File: src/rtl/spi_sclk_gen.sv
// SPI serial-clock generator: divides clock into sclk and emits sample/shift/done strobes.
// Latency: busy one cycle after an accepted start; toggle k at k*(div+1) enabled cycles after busy.
// Backpressure: enable low freezes counters and sclk while busy; start is ignored unless idle.
//
// Ports:
//   clock, reset          rising-edge clock, asynchronous active-high reset
//   enable                cycle qualifier while busy
//   div, cpol, cpha, nbits transfer configuration, captured when start is accepted
//   start                 request pulse, honoured only in IDLE
//   busy, sclk            transfer in progress, generated serial clock
//   sample, shift, done   one-cycle strobes
//
// Optional feature macro: SPI_SCLK_GEN_LEAD_DELAY_EN inserts a LEAD state of div+1
// enabled cycles between busy rising and the first half-period of sclk.
module spi_sclk_gen #(
   parameter int DIV_W = 16,
   parameter int CNT_W = 6
) (
   input  logic             clock,
   input  logic             reset,
   input  logic             enable,
   input  logic [DIV_W-1:0] div,
   input  logic             cpol,
   input  logic             cpha,
   input  logic [CNT_W-1:0] nbits,
   input  logic             start,
   output logic             busy,
   output logic             sclk,
   output logic             sample,
   output logic             shift,
   output logic             done
);

`ifdef SPI_SCLK_GEN_LEAD_DELAY_EN
   typedef enum logic [1:0] {IDLE, RUN, TAIL, LEAD} state_t;
`else
   typedef enum logic [1:0] {IDLE, RUN, TAIL} state_t;
`endif

   localparam logic [DIV_W-1:0] DIV_ONE  = {{(DIV_W-1){1'b0}}, 1'b1};
   localparam logic [CNT_W:0]   EDGE_ONE = {{CNT_W{1'b0}}, 1'b1};

   state_t           state, state_d;
   logic [DIV_W-1:0] cnt, cnt_d;
   // One bit wider than nbits so that 2*nbits fits at the maximum nbits.
   logic [CNT_W:0]   edge_cnt, edge_d;
   logic [DIV_W-1:0] div_q;
   logic             cpol_q, cpha_q;
   logic [CNT_W-1:0] nbits_q;
   logic             load;
   logic             sclk_d, busy_d, sample_d, shift_d, done_d;
   logic             wrap, leading, last_edge;

   assign wrap      = (cnt == div_q);
   // edge_cnt counts toggles already made, so an even count means the next one leads.
   assign leading   = ~edge_cnt[0];
   assign last_edge = (edge_cnt == ({nbits_q, 1'b0} - EDGE_ONE));

   always_ff @(posedge clock or posedge reset) begin
      if (reset) state <= IDLE;
      else       state <= state_d;
   end

   always_comb begin
      state_d  = state;
      cnt_d    = cnt;
      edge_d   = edge_cnt;
      sclk_d   = sclk;
      busy_d   = busy;
      sample_d = 1'b0;
      shift_d  = 1'b0;
      done_d   = 1'b0;
      load     = 1'b0;
      case (state)
         IDLE: begin
            sclk_d = cpol;
            busy_d = 1'b0;
            if (start && enable) begin
               if (nbits != '0) begin
                  load   = 1'b1;
                  cnt_d  = '0;
                  edge_d = '0;
                  busy_d = 1'b1;
`ifdef SPI_SCLK_GEN_LEAD_DELAY_EN
                  state_d = LEAD;
`else
                  state_d = RUN;
`endif
               end else begin
                  done_d = 1'b1;
               end
            end
         end
`ifdef SPI_SCLK_GEN_LEAD_DELAY_EN
         LEAD: begin
            if (enable) begin
               if (wrap) begin
                  cnt_d   = '0;
                  state_d = RUN;
               end else begin
                  cnt_d = cnt + DIV_ONE;
               end
            end
         end
`endif
         RUN: begin
            if (enable) begin
               if (wrap) begin
                  cnt_d    = '0;
                  sclk_d   = ~sclk;
                  edge_d   = edge_cnt + EDGE_ONE;
                  // cpha=0 samples on the leading edge, cpha=1 on the trailing edge.
                  sample_d = leading ^ cpha_q;
                  shift_d  = ~(leading ^ cpha_q);
                  if (last_edge) state_d = TAIL;
               end else begin
                  cnt_d = cnt + DIV_ONE;
               end
            end
         end
         TAIL: begin
            if (enable) begin
               if (wrap) begin
                  cnt_d   = '0;
                  edge_d  = '0;
                  sclk_d  = cpol_q;
                  busy_d  = 1'b0;
                  done_d  = 1'b1;
                  state_d = IDLE;
               end else begin
                  cnt_d = cnt + DIV_ONE;
               end
            end
         end
         default: begin
            state_d = IDLE;
            busy_d  = 1'b0;
         end
      endcase
   end

   always_ff @(posedge clock or posedge reset) begin
      if (reset) begin
         cnt      <= '0;
         edge_cnt <= '0;
         div_q    <= '0;
         cpol_q   <= 1'b0;
         cpha_q   <= 1'b0;
         nbits_q  <= '0;
         sclk     <= 1'b0;
         busy     <= 1'b0;
         sample   <= 1'b0;
         shift    <= 1'b0;
         done     <= 1'b0;
      end else begin
         cnt      <= cnt_d;
         edge_cnt <= edge_d;
         sclk     <= sclk_d;
         busy     <= busy_d;
         sample   <= sample_d;
         shift    <= shift_d;
         done     <= done_d;
         if (load) begin
            div_q   <= div;
            cpol_q  <= cpol;
            cpha_q  <= cpha;
            nbits_q <= nbits;
         end
      end
   end

endmodule

File: config.mk
export PLATFORM = sky130hd
export DESIGN_NAME = spi_sclk_gen
export DESIGN_NICKNAME = d
export VERILOG_FILES = /design/src/rtl/spi_sclk_gen.sv
export SDC_FILE = /design/constraint.sdc
export NUM_CORES = 1
export LEC_CHECK = 0
export ABC_CLOCK_PERIOD_IN_PS = 2100
export BUFFER_PORTS_ARGS = -buffer_cell sky130_fd_sc_hd__buf_2
export CAP_MARGIN = 30
export CORE_ASPECT_RATIO = 1.5
export CORE_MARGIN = 3
export CORE_UTILIZATION = 55
export CTS_BUF_LIST = sky130_fd_sc_hd__clkbuf_4 sky130_fd_sc_hd__clkbuf_8
export DETAILED_ROUTE_END_ITERATION = 10
export PLACE_DENSITY = 0.79
export SETUP_SLACK_MARGIN = 0.3
export SYNTH_ARGS = -nofsm -noshare
export SYNTH_HDL_FRONTEND = slang
export SYNTH_SLANG_ARGS = --single-unit
File: constraint.sdc
create_clock -name clock -period 2.1 [get_ports clock]
set_input_delay 0 -clock clock [delete_from_list [all_inputs] [get_ports clock]]
set_output_delay 0 -clock clock [all_outputs]
set_load 0.005 [all_outputs]
==> results.py <==
metrics = {
    "clock_tree": {
        "cts-root-buf": "clkbuf_8",
        "clock_latency_ns": 0.32,
        "clk_path_buf_depth": 2,
        "numCtsBuffers": 5,
        "clock_sinks": 54,
        "path_clk_slew_ns": 0.10,
        "cts_tree": "done",
        "h-tree-depth": 2,
    },
    "sta": {
        "grt_setup_unrepaired": "true",
        "slew_violations": 0,
        "fmax_mhz": 454,
        "finalClockSkew_ns": 0.00876,
        "relSlewSlack": 0.639,
        "setup_ws_ns": -0.101,
        "hold_viol": 0,
        "fin_crit_sh": 1.05,
        "period_minus_slack_ns": 2.20,
        "tightest_slew_ns": 0.541,
        "setup_viol": 16,
        "final.setup.tns_ns": -0.426,
    },
    "run_status": {
        "status": "complete, but fails checks",
        "violations": "negative setup slack",
    },
    "worst_hold_path": {
        "hp-start": "enable",
        "hp-class": "input pin to flip-flop",
    },
    "placed_design": {
        "place_ws_ns": -0.0197,
        "gp_congestion": 0.865,
        "numPortBuffers": 32,
        "hpwl_mm": 5.01,
    },
    "global_routing": {
        "grt_pass1_vias": 2834,
        "grt-ovfl-total": 0,
        "grt-busiest-layer": "met2",
        "antenna_found_initial": 0,
        "grt_pass1_wl_mm": 14.1,
        "grt_util_met2": 0.551,
        "grt_usage": 0.297,
        "use_met3": 0.0421,
        "grt_max_degree": 22,
        "met1_usage": 0.323,
    },
    "cells_and_area": {
        "n_fill_cell": 258,
        "drive_above_1_share": 0.479,
        "diodes": 0,
        "fin_nets": 433,
        "area_delta_synth_final_pct": 47.4,
    },
    "synthesis": {
        "syn_nets": 324,
        "synth_seq_area_share": 0.453,
        "ys_ff_latch": 54,
        "ys.flop_type": "dfrtp_1",
        "synth_most_common_cell": "dfrtp_1",
        "synthXorXnorAreaFrac": 0.0940,
        "synth_common_cells": "54 x dfrtp_1, 24 x mux2_2, 23 x xnor2_1",
        "synth_area_per_cell_um2": 10.3,
        "synth_edf_count": 0,
        "synthCells": 289,
        "synth_fa_ha_area_frac": 0.0294,
        "synthesis.area_um2": 2980,
        "synthMuxAreaShare": 0.101,
        "synth_area_leader_cell": "dfrtp_1",
        "synth_compound_area_frac": 0.128,
        "synth_cell_types": 46,
        "synthArstFlopShare": 1.00,
        "synth-simple-area-share": 0.162,
        "synth_top_family_by_area": "simple AND/OR/NAND/NOR gates",
        "ys.warnings.count": 0,
        "synth_top_area_frac": 0.453,
        "synth_area_leaders": "dfrtp_1 45%, mux2_2 9.1%, xnor2_1 6.8%, ha_1 2.9%, xor2_1 2.6%",
    },
    "power_and_ir_drop": {
        "power_density_nw_per_um2": 562,
        "leakage_nw": 2.06,
        "peakVddDrop_v": 0.000615,
    },
    "route": {
        "drtIter0Drc": 463,
        "vias": 2960,
        "via_per_inst": 6.34,
        "firstDrtPassIters": 7,
        "wl_per_cell_um": 23.0,
        "antenna_left": 0,
        "finalWirelength_mm": 10.7,
        "drc": 0,
    },
    "floorplan": {
        "fp-row-count": 32,
        "die-area_um2": 6360,
        "core_um2": 5200,
        "die_height_um": 96.2,
        "top_level_ports": 33,
        "die_x_um": 66.1,
        "start_util": 0.573,
    },
    "worst_setup_path": {
        "critPathMaxFanout": 6,
        "end_kind": "flip-flop",
        "crit_start": "cnt[15]",
        "path_class": "flip-flop to flip-flop",
        "crit_arrival_ns": 2.40,
        "start_kind": "flip-flop",
        "cp_data_required_time_ns": 2.30,
        "r2r_start": "cnt[15]",
    },
    "flow_run": {
        "max_cap_viol_count": 0,
    },
}
==> metrics by stage <==
stage	hold slack, ns	area (um2)	power, W	util	cells
global route	0.157	4400	0.00255	0.844	467
CTS	0.115	4010	0.00230	0.771	456
detailed placement	-0.0162	3350	0.00158	0.643	398
floorplan	0.147	3010	0.00142	-	289
global placement	-0.0186	3350	0.00156	0.643	398
finish	0.160	4400	0.00247	0.844	467
==> sequential cells by signal, summed over array words and instances, names as in the netlist <==
| name | flops |
|---|---|
| cpha_q | 1 |
| busy | 1 |
| nbits_q | 6 |
| shift | 1 |
| done | 1 |
| div_q | 16 |
| edge_cnt | 7 |
| cpol_q | 1 |
| sclk | 1 |
| sample | 1 |
| cnt | 16 |
| state | 2 |
==> power by group <==
group | leakage [nW] | switching (W) | internal (W)
logic | 1.28 | 0.000354 | 0.000314
registers | 0.727 | 0.0000652 | 0.00110
clock network | 0.0517 | 0.000353 | 0.000280
==> routing by layer <==
metal	part of all wire	wire length [um]	up-vias
met5	0	0	-
met3	0.063	673	73
li1	-	-	1251
met4	0.062	663	0
met1	0.35	3710	1426
met2	0.53	5680	210
==> critical path: stages, from the launching register on <==
cell and delay (ns):
dfrtp_1 0.44, xnor2_2 0.25, nand4_1 0.22, nor4_4 0.32
buf_6 0.17, nand2_2 0.06, buf_4 0.17, o31ai_2 0.33
nand3_1 0.12
==> cells by family after synthesis <==
kind of cell	after synthesis
muxes	27
AOI/OAI and AO/OA	55
adders and majority gates	7
and+or+nand+nor	90
DFF	54
xor gates and xnor gates	32
buffers and inverters	24
==> placed cells by master, fill, tap and decap left out, drive strengths merged, types with 2 or more instances in the layout <==
cell type,count
nand3,11
a211oi,2
clkinv,2
nand4,9
nand2,18
o31ai,10
o22ai,3
or4,2
ha,7
o21ai,12
and2,2
or3,2
o41ai,4
a22o,2
a31oi,5
buf,86
mux2i,3
nand2b,7
o211a,2
mux2,24
nor2,19
xnor2,23
clkbuf,7
dfrtp,54
nor3,4
and4,2
a21oi,9
nor4,2
dlygate4sd3,25
inv,14
a22oi,2
and3,6
nor3b,2
nor2b,3
xor2,9
==> repair_timing <==
item | CTS | global route
endpoints found under the hold margin | 40 | 0
gates cloned | 1 | 0
resized for setup | 37 | 59
setup buffers | 24 | 11
pin swaps | 24 | 22
hold buffers | 25 | 0
setup endpoints to repair | 30 | 30
==> cell type report <==
type / instances / area, um2 / share of cell area
Clock buffer: 7 / 90.1 / 0.0205
Clock inverter: 1 / 5.00 / 0.00114
Inverter: 15 / 57.6 / 0.0131
Multi-Input combinational cell: 211 / 1930 / 0.439
Sequential cell: 54 / 1350 / 0.308
Tap cell: 68 / 85.1 / 0.0194
Timing Repair Buffer: 111 / 873 / 0.199
==> final timing paths <==
path                                    end  depth (start not counted)  slack (ns)
worst min register to register         busy                          2        0.51
worst min-delay path                   done                          3        0.16
max in group asynchronous           cnt[11]                          4        1.28
worst max-delay path               state[0]                          8       -0.10
min in group asynchronous       edge_cnt[6]                          3        0.19
worst max register to register     state[0]                          8       -0.10
No activity file was read; power rests on OpenSTA's default activity.
